`config.mk`:
```
export PLATFORM = sky130hd
export DESIGN_NAME = decoder_seq_sel
export DESIGN_NICKNAME = d
export VERILOG_FILES = /design/src/rtl/decoder_seq_sel.sv
export SDC_FILE = /design/constraint.sdc
export NUM_CORES = 1
export LEC_CHECK = 0
export CAP_MARGIN = 25
export CORE_ASPECT_RATIO = 1.5
export CORE_MARGIN = 5
export CORE_UTILIZATION = 54
export CTS_CLUSTER_DIAMETER = 120
export DETAILED_ROUTE_END_ITERATION = 16
export PLACE_DENSITY_LB_ADDON = 0.08
export SETUP_SLACK_MARGIN = 0.4
export SLEW_MARGIN = 20
export SYNTH_ARGS = -nofsm -noshare
export SYNTH_HDL_FRONTEND = slang
export SYNTH_SLANG_ARGS = --single-unit
```
`constraint.sdc`:
```
create_clock -name clk -period 4.7 [get_ports clk]
set_input_delay 0.94 -clock clk [delete_from_list [all_inputs] [get_ports clk]]
set_output_delay 0.94 -clock clk [all_outputs]
set_load 0.005 [all_outputs]
```
`src/rtl/decoder_seq_sel.sv`:
```
// rtl/decoder_seq_sel.sv - registered one-hot select decoder with dwell timing and scan sequencing
module decoder_seq_sel #(
   parameter int SEL_W   = 4,
   parameter int NUM_OUT = 16,
   parameter int DWELL   = 1
) (
   input  logic               clk,
   input  logic               rst,
   input  logic               en,
   input  logic               scan_mode,
   input  logic [SEL_W-1:0]   sel_in,
   input  logic               in_valid,
   output logic               in_ready,
   output logic [NUM_OUT-1:0] dec_out,
   output logic               out_valid,
   output logic [SEL_W-1:0]   scan_idx,
   output logic               wrap,
   output logic               sel_err
);

   localparam int               CNT_W     = $clog2(DWELL + 1);
   localparam logic [CNT_W-1:0] DWELL_C   = CNT_W'(DWELL);
   localparam logic [CNT_W-1:0] CNT_ONE   = CNT_W'(1);
   localparam logic [SEL_W:0]   NUM_OUT_C = (SEL_W + 1)'(NUM_OUT);
   localparam logic [SEL_W-1:0] LAST_IDX  = SEL_W'(NUM_OUT - 1);

   typedef enum logic [1:0] {
      ST_IDLE,
      ST_HOLD,
      ST_SCAN
   } state_t;

   state_t             state_q, state_d;
   logic [NUM_OUT-1:0] dec_q, dec_d;
   logic               out_valid_q, out_valid_d;
   logic [SEL_W-1:0]   idx_q, idx_d;
   logic               wrap_q, wrap_d;
   logic               sel_err_q, sel_err_d;
   logic [CNT_W-1:0]   cnt_q, cnt_d;

   logic               sel_ok;
   logic               dwell_done;
   logic               at_last;
   logic [SEL_W-1:0]   next_idx;

   // Only indices below NUM_OUT can ever produce a set bit.
   function automatic logic [NUM_OUT-1:0] onehot(input logic [SEL_W-1:0] idx);
      logic [NUM_OUT-1:0] v;
      v = '0;
      for (int i = 0; i < NUM_OUT; i++) begin
         if (idx == SEL_W'(i)) begin
            v[i] = 1'b1;
         end
      end
      return v;
   endfunction

   assign sel_ok     = ({1'b0, sel_in} < NUM_OUT_C);
   assign dwell_done = (cnt_q == DWELL_C);
   assign at_last    = (idx_q == LAST_IDX);
   assign next_idx   = at_last ? '0 : idx_q + 1'b1;

   assign in_ready   = (state_q == ST_IDLE) & en & ~scan_mode;

   assign dec_out    = dec_q;
   assign out_valid  = out_valid_q;
   assign scan_idx   = idx_q;
   assign wrap       = wrap_q;
   assign sel_err    = sel_err_q;

   always_ff @(posedge clk or posedge rst) begin
      if (rst) begin
         state_q     <= ST_IDLE;
         dec_q       <= '0;
         out_valid_q <= 1'b0;
         idx_q       <= '0;
         wrap_q      <= 1'b0;
         sel_err_q   <= 1'b0;
         cnt_q       <= '0;
      end else begin
         state_q     <= state_d;
         dec_q       <= dec_d;
         out_valid_q <= out_valid_d;
         idx_q       <= idx_d;
         wrap_q      <= wrap_d;
         sel_err_q   <= sel_err_d;
         cnt_q       <= cnt_d;
      end
   end

   // cnt_q is the number of cycles the current output has already been shown.
   always_comb begin
      state_d     = state_q;
      dec_d       = dec_q;
      out_valid_d = out_valid_q;
      idx_d       = idx_q;
      wrap_d      = 1'b0;
      sel_err_d   = 1'b0;
      cnt_d       = cnt_q;

      if (!en) begin
         state_d     = ST_IDLE;
         dec_d       = '0;
         out_valid_d = 1'b0;
         cnt_d       = '0;
      end else begin
         case (state_q)
            ST_IDLE: begin
               dec_d       = '0;
               out_valid_d = 1'b0;
               cnt_d       = '0;
               if (scan_mode) begin
                  state_d     = ST_SCAN;
                  dec_d       = onehot('0);
                  idx_d       = '0;
                  out_valid_d = 1'b1;
                  cnt_d       = CNT_ONE;
               end else if (in_valid) begin
                  if (sel_ok) begin
                     state_d     = ST_HOLD;
                     dec_d       = onehot(sel_in);
                     idx_d       = sel_in;
                     out_valid_d = 1'b1;
                     cnt_d       = CNT_ONE;
                  end else begin
                     sel_err_d = 1'b1;
                  end
               end
            end

            ST_HOLD: begin
               if (dwell_done) begin
                  state_d     = ST_IDLE;
                  dec_d       = '0;
                  out_valid_d = 1'b0;
                  cnt_d       = '0;
               end else begin
                  cnt_d = cnt_q + 1'b1;
               end
            end

            ST_SCAN: begin
               // scan_mode is only honoured at a dwell boundary so no index is cut short.
               if (dwell_done) begin
                  if (!scan_mode) begin
                     state_d     = ST_IDLE;
                     dec_d       = '0;
                     out_valid_d = 1'b0;
                     cnt_d       = '0;
                  end else begin
                     idx_d  = next_idx;
                     dec_d  = onehot(next_idx);
                     wrap_d = at_last;
                     cnt_d  = CNT_ONE;
                  end
               end else begin
                  cnt_d = cnt_q + 1'b1;
               end
            end

            default: begin
               state_d     = ST_IDLE;
               dec_d       = '0;
               out_valid_d = 1'b0;
               cnt_d       = '0;
            end
         endcase
      end
   end

endmodule

```
==> flow_summary.yaml, run 1 <==
run_status:
  status: "completed"
clock_network:
  cts_made_buffers: 3
  cts_tree: "built"
  cts_max_level: 1
  clk_pin_slew_ns: 0.08
  cts_resized: 0
  clkSinkCount: 25
  clkLatencyLatePin_ns: 0.27
  clock_tree.buffer_depth: 2
  ctsHoldBuffers: 0
  cts-root-buf: "clkbuf_8"
  postCtsSetupRepairBufs: 0
min_path:
  hold_start: "dec_out[12]"
  hp-class: "reg -> reg"
  hold_depth: 2
  holdPathEnd: "dec_out[12]"
final_layout:
  final_nets: 205
  drive_gt1_frac: 0.0474
  final_util: 0.698
  area_growth_syn_to_layout_pct: 24.4
  insertedDiodeCount: 0
die:
  num_rows: 23
  die_w_um: 53.1
  ioPinCount: 33
  die-area_mm2: 0.00396
  core_area_mm2: 0.00268
  die_y_um: 74.6
  start_util: 0.561
synthesis:
  synth_top_area_cell: "dfrtp_1"
  netlist-cell-type-count: 40
  synth_area_leaders: "dfrtp_1, o221ai_1, nand2_1"
  ys_seq_elements: 25
  synth_nets: 177
  syn_inst: 163
  async_reset_ff_frac: 1.00
  synth-warning-count: 0
  synth_top_area_share: 0.417
  synth_area_per_cell_um2: 9.21
  ys_seq_area_frac: 0.417
  synth-edff-count: 0
  synthesis.area_mm2: 0.00150
  synth_flop_cell: "dfrtp_1"
drt:
  wl_met3_um: 136
  drt_pass1_iterations: 4
  drtIter0Drc: 38
  drc_errors: 0
  ant_nets: 0
  maxUsedRoutingLayer: "met4"
  wl_um: 3670
  wl_met2_um: 1940
  vias: 1345
  wl_met1_um: 1490
  wire_per_inst_um: 16.2
  viasPerCell: 5.93
global_route:
  grt_pass1_wl_um: 5880
  grt_pass1_vias: 1300
  grt_usage: 0.202
  grt_antenna_before_repair: 0
  grt_max_degree: 26
  grt_overflow: 0
worst_setup_path:
  r2r_start: "scan_idx[0]"
  crit_required_ns: 3.76
  cp-end-kind: "output port"
  arrival_ns: 2.27
  worst_r2r_endpoint: "dec_out[15]"
  r2r_slack_ns: 2.71
  crit_fanout: 8
  cp-start-kind: "input port"
  setup.worst_path.class: "in -> out"
  r2r_cells: 5
sta:
  finalHoldViolCount: 0
  setup_viol: 0
  fin_crit_sh: 0.683
  final-max-slew-violation-count: 0
  period_needed_ns: 3.21
  worstMarginPinSlew_ns: 0.635
  fmax_mhz: 312
  slew_headroom: 0.577
  setup_tns_ns: 0
  rsz0062_at_grt: "false"
  skew_ns: 0.00580
place:
  place_congestion: 0.871
  io_buffer_count: 31
  hpwl_um: 2780
power_and_ir_drop:
  power_leakage_nw: 0.797
  worst_ir_drop_vdd_v: 0.000224
  power.density_mw_per_mm2: 296
run:
  max_cap_viol_count: 0
==> layout by cell type (no fill, tap or decap), types with 2 or more instances in the layout <==
master	count
clkdlybuf4s50_1	31
dfrtp_1	25
nand2_1	18
nor2_1	15
o221ai_1	10
inv_1	9
a21oi_1	9
nand3_1	7
nand2b_1	6
ha_1	5
nor2b_1	4
nand3b_1	4
o21ai_0	4
a221o_1	4
a31oi_1	3
and3_1	3
clkbuf_8	3
a21oi_2	2
a2bb2oi_1	2
nor3_1	2
o22ai_1	2
o21a_1	2
nand4b_1	2
==> Yosys cell counts (all sizes together) (3+ instances only) <==
library cell  instances
a21oi                11
a221o                 4
a31oi                 3
and3                  3
buf                   9
dfrtp                25
ha                    5
inv                   9
nand2                18
nand2b                6
nand3                 8
nand3b                4
nor2                 15
nor2b                 4
o21ai                 4
o221ai               10
==> sequential cells by signal, summed over array words and instances (netlist names) <==
register	count
cnt_q	1
dec_out	16
out_valid	1
scan_idx	4
state_q	2
wrap	1
==> area by class of cell <==
class	count	area, µm²
clock buffers	4	45.0
fillers	239	808
inverters	9	33.8
multi-input cells	120	779
flip-flops and latches	25	626
well taps	37	46.3
repair buffers	32	338
==> metrics by stage <==
step	total power, W	instances	area (µm²)	setup slack (ns)	hold WS (ns)
2_1_floorplan	0.000367	163	1500	2.55	0.474
3_3_place_gp	0.000416	222	1800	1.53	0.463
3_5_place_dp	0.000423	222	1800	1.49	0.473
4_1_cts	0.000550	226	1840	1.49	0.497
5_1_grt	0.000581	227	1870	1.40	0.510
6_report	0.000552	227	1870	1.49	0.490
==> critical path: stages <==
cell and delay (ns):
clkdlybuf4s50_1 0.61, nand2_1 0.11, nor2_1 0.10, clkdlybuf4s50_1 0.51
==> worst max path at each step <==
stage                    from  endpoint  slack, ns  cells past startpoint
detailed placement         en  in_ready       1.49                      4
finish                     en  in_ready       1.49                      4
global placement           en  in_ready       1.53                      4
global route               en  in_ready       1.40                      4
floorplan           scan_mode  in_ready       2.55                      2
CTS                        en  in_ready       1.49                      4
==> power breakdown <==
group          total (W)  switching [W]  internal (W)
Combinational   0.000164      0.0000884     0.0000754
Sequential      0.000259      0.0000311      0.000228
Clock           0.000129      0.0000683     0.0000607
Total           0.000552       0.000188      0.000364
==> layer usage <==
metal,vias up,track usage
met5,-,0
li1,641,-
met1,653,0.230
met3,8,0.0180
met4,0,0.0966
met2,43,0.370
==> kinds of logic after synthesis <==
logic type | count (synthesis) | synth area share
fa+ha+maj | 5 | 0.0417
compound gates | 44 | 0.215
other cells | 1 | 0.00250
simple gates | 69 | 0.254
flops | 25 | 0.417
buf+inv | 18 | 0.0642
xor+xnor | 1 | 0.00583
No activity file was read; power rests on OpenSTA's default activity.
==> run 2, diff against run 1 <==
CORE_UTILIZATION = 50   (was 54)
clock period = 3.1 ns   (was 4.7 ns; I/O delays follow)
==> run 2 against run 1 <==
  * Clock power up 47%
  * Core utilization down 6.0 points
  * Final area down 0.54%
  * Non-clock buffer count unchanged
  * Critical endpoint unchanged
  * Largest cell class unchanged
==> flow_summary.yaml, run 2 (same netlist as run 1, synthesis figures left out) <==
run_status:
  status: "completed"
place:
  place_area_mm2: 0.00180
  place_congestion: 0.897
  dp_worst_setup_slack_ns: 0.540
  io_buffer_count: 31
  hpwl_um: 2760
clock_network:
  cts_tree: "built"
  cts_made_buffers: 3
  clock_tree.buffer_depth: 2
  cts_max_level: 1
  clk_pin_slew_ns: 0.08
  postCtsSetupRepairBufs: 0
  ctsHoldBuffers: 0
  clkLatencyLatePin_ns: 0.26
  clkSinkCount: 25
  cts-root-buf: "clkbuf_8"
  cts_resized: 0
power_and_ir_drop:
  power_leakage_nw: 0.792
  power.density_mw_per_mm2: 448
  worst_ir_drop_vdd_v: 0.000378
final_layout:
  layout_commonest_cell: "clkdlybuf4s50_1"
  final_util: 0.638
  final_nets: 205
  area_growth_syn_to_layout_pct: 23.7
  insertedDiodeCount: 0
  fill_cells: 280
  final_area_mm2: 0.00186
  largest_reg_flops: 16
  final_cell_mix: "clkdlybuf4s50_1, dfrtp_1, nand2_1, nor2_1, o221ai_1"
  drive_gt1_frac: 0.0474
global_route:
  grt_pass1_wl_um: 5970
  grt_usage: 0.188
  grt_pass1_vias: 1299
  grt_max_degree: 26
  grt_antenna_before_repair: 0
  grt_overflow: 0
drt:
  drt_pass1_iterations: 4
  drtIter0Drc: 38
  wl_um: 3650
  wire_per_inst_um: 16.0
  viasPerCell: 5.82
  vias: 1333
  drc_errors: 0
  ant_nets: 0
worst_setup_path:
  arrival_ns: 1.93
  r2r_cells: 5
  crit_fanout: 8
  setup.worst_path.class: "in -> out"
  crit_required_ns: 2.48
  cp-start-kind: "input port"
  cp-end-kind: "output port"
sta:
  fin_ws_ns: 0.549
  setup_tns_ns: 0
  fin_crit_sh: 0.823
  slew_headroom: 0.575
  fmax_mhz: 392
  period_needed_ns: 2.55
  rsz0062_at_grt: "false"
  skew_ns: 0.00511
  worstMarginPinSlew_ns: 0.636
  finalHoldViolCount: 0
  setup_viol: 0
  final-max-slew-violation-count: 0
die:
  start_util: 0.515
  num_rows: 24
  ioPinCount: 33
  core_area_mm2: 0.00291
  die_y_um: 77.1
  die-area_mm2: 0.00422
  die_w_um: 54.7
run:
  max_cap_viol_count: 0
min_path:
  hp-class: "reg -> reg"
  hold_depth: 2
## run 2: cell count changes in the layout (fill, tap and decap cells not counted)
cell and change:
buf_16 -1, buf_8 +1
## run 2: layout make-up
class	count	area [µm²]	area share
multi-input combinational	120	779	0.420
clock buffer	4	45.0	0.0242
inverter	9	33.8	0.0182
tap	39	48.8	0.0263
sequential	25	626	0.337
timing repair buffer	32	325	0.175
## run 2: routing by layer
layer | GRT usage | share of wire | vias up
met5 | 0 | 0 | -
met4 | 0.0823 | 0.018 | 0
met3 | 0.0291 | 0.057 | 6
met2 | 0.315 | 0.53 | 48
met1 | 0.225 | 0.39 | 639
li1 | - | - | 640
## run 2: per-stage QoR
step | total power, W | hold slack (ns) | instances
2_1_floorplan | 0.000557 | 0.474 | 163
3_3_place_gp | 0.000637 | 0.465 | 224
3_5_place_dp | 0.000646 | 0.473 | 224
4_1_cts | 0.000840 | 0.499 | 228
5_1_grt | 0.000890 | 0.516 | 229
6_report | 0.000833 | 0.492 | 229
## run 2: final timing paths
check / from / end / slack (ns)
min: dec_out[13] / dec_out[13] / 0.49
min reg2reg: dec_out[13] / dec_out[13] / 0.49
min in group asynchronous: rst / dec_out[9] / 0.59
max in group asynchronous: rst / dec_out[10] / 2.09
max reg2reg: scan_idx[1] / dec_out[14] / 1.03
max: en / in_ready / 0.55
## run 2: worst max-delay path, stage by stage
cell,delay (ns)
clkdlybuf4s50_1,0.59
nand2_1,0.11
nor2_1,0.10
clkdlybuf4s50_1,0.51
## run 2: power by group
group,total (W),switching [W],internal [W]
Combinational,0.000248,0.000135,0.000113
Sequential,0.000394,0.0000481,0.000346
Clock,0.000190,0.0000985,0.0000918
==> run 3, diff against run 2 <==
clock period = 2.4 ns   (was 3.1 ns; I/O delays follow)
==> run 3 against run 2 <==
  * Total power rose by 31%
  * Die area did not move
  * Setup slack got worse by 0.0015 ns
  * Register-to-register slack got worse by 0.48 ns
  * Clock power rose by 32%
  * Sequential power rose by 29%
  * First-iteration DRC count rose by 58%
  * Combinational power rose by 34%
  * Global-route usage barely moved
  * Critical endpoint is now dec_out[7]
  * Largest cell class unchanged
==> flow_summary.yaml, run 3 (same netlist as run 1, synthesis figures left out) <==
run_status:
  status: "completed"
final_layout:
  multiInputGateArea_um2: 788
  final_nets: 207
  area_growth_syn_to_layout_pct: 25.0
  largest_reg_flops: 16
  final_cell_mix: "clkdlybuf4s50_1, dfrtp_1, nand2_1, nor2_1, o221ai_1"
  drive_gt1_frac: 0.0833
  insertedDiodeCount: 0
  fill_cells: 278
  register_area_um2: 628
  layout_commonest_cell: "clkdlybuf4s50_1"
power_and_ir_drop:
  power.density_mw_per_mm2: 583
  worst_ir_drop_vdd_v: 0.000494
  power_leakage_nw: 0.802
drt:
  viasPerCell: 5.77
  wl_um: 3670
  drc_errors: 0
  vias: 1334
  drt_pass1_iterations: 4
  wire_per_inst_um: 15.9
  drtIter0Drc: 60
  ant_nets: 0
sta:
  fin_crit_sh: 0.772
  skew_ns: 0.00440
  period_needed_ns: 1.85
  fin_ws_ns: 0.548
  fmax_mhz: 540
  rsz0062_at_grt: "false"
  setup_tns_ns: 0
  worstMarginPinSlew_ns: 0.615
  final-max-slew-violation-count: 0
  setup_viol: 0
  finalHoldViolCount: 0
  slew_headroom: 0.589
worst_setup_path:
  arrival_ns: 2.01
  crit_chain: "ha_2 > and2b_1 > a21oi_2 > o22ai_1 > a221o_1"
  cp-start-kind: "register"
  critPathMaxStageDelay_ns: 0.47
  setup.worst_path.class: "reg -> reg"
  path_buf_inv: 0
  crit_fanout: 10
  crit_family: "compound AO/OA/AOI/OAI gates"
  crit_required_ns: 2.55
  slowest_stage: "dfrtp_2"
  cp-end-kind: "register"
clock_network:
  postCtsSetupRepairBufs: 0
  clk_pin_slew_ns: 0.09
  clkLatencyLatePin_ns: 0.27
  ctsHoldBuffers: 0
  cts_max_level: 1
  cts_tree: "built"
  clkSinkCount: 25
  clock_tree.buffer_depth: 2
  cts-root-buf: "clkbuf_8"
  cts_made_buffers: 3
place:
  io_buffer_count: 31
  place_congestion: 0.898
  dp_worst_setup_slack_ns: 0.293
  hpwl_um: 2860
global_route:
  grt_usage: 0.188
  grt_max_degree: 26
  grt_pass1_wl_um: 5980
  grt_antenna_before_repair: 0
  grt_pass1_vias: 1257
  grt_overflow: 0
die:
  die-area_mm2: 0.00422
  core_area_mm2: 0.00291
  start_util: 0.515
  die_w_um: 54.7
  ioPinCount: 33
  die_y_um: 77.1
  num_rows: 24
run:
  max_cap_viol_count: 0
min_path:
  hp-class: "reg -> reg"
run 3: cell types whose count changed in the layout (fill, tap and decap cells not counted), sizes merged:
| cell | change |
|---|---|
| buf | +2 |
| clkbuf | -1 |
| clkdlybuf4s50 | -1 |
| clkinv | +1 |
| dlygate4sd2 | +1 |
run 3: per-layer routing:
metal | global-route usage | wire length, µm
met3 | 0.0194 | 163
met1 | 0.237 | 1480
met5 | 0 | 0
met2 | 0.320 | 2010
met4 | 0.0599 | 21
run 3: worst min-delay path: cells and delay by family, from the launching register on:
kind / cells / cell delay [ns]
AOI/OAI and AO/OA: 1 / 0.06
DFF: 1 / 0.35
and+or+nand+nor: 1 / 0.05
run 3: through the flow:
stage / hold WS [ns] / std cells / instance area, µm² / power, W / utilization
after CTS: 0.496 / 231 / 1870 / 0.00109 / 0.641
after global placement: 0.464 / 227 / 1820 / 0.000825 / 0.625
after detailed placement: 0.472 / 227 / 1820 / 0.000839 / 0.625
after floorplan: 0.474 / 163 / 1500 / 0.000719 / -
after global routing: 0.510 / 231 / 1880 / 0.00116 / 0.644
final: 0.493 / 231 / 1880 / 0.00109 / 0.644
run 3: final cells by class:
class / count / area share
Clock inverter: 1 / 0.00267
Clock buffer: 3 / 0.0220
Timing Repair Buffer: 34 / 0.177
Inverter: 9 / 0.0180
Multi-Input combinational cell: 120 / 0.420
Tap cell: 39 / 0.0260
Sequential cell: 25 / 0.335
run 3: timing repair:
item	in CTS	in global routing
endpoints found under the setup margin	2	8
endpoints found under the hold margin	0	0
gates resized for setup	2	3
run 3: path summary, 6_finish.rpt:
path | startpoint | end | slack (ns) | cells after the start
min in group asynchronous | rst | dec_out[3] | 0.55 | 3
max reg2reg | scan_idx[1] | dec_out[7] | 0.55 | 5
max | scan_idx[1] | dec_out[7] | 0.55 | 5
min | dec_out[9] | dec_out[9] | 0.49 | 2
min reg2reg | dec_out[9] | dec_out[9] | 0.49 | 2
max in group asynchronous | rst | scan_idx[0] | 1.60 | 3
run 3: where the power goes:
part,total [W],internal [W],switching [W]
combinational,0.000333,0.000152,0.000181
sequential,0.000510,0.000449,0.0000610
clock,0.000251,0.000116,0.000135
total,0.00109,0.000717,0.000377
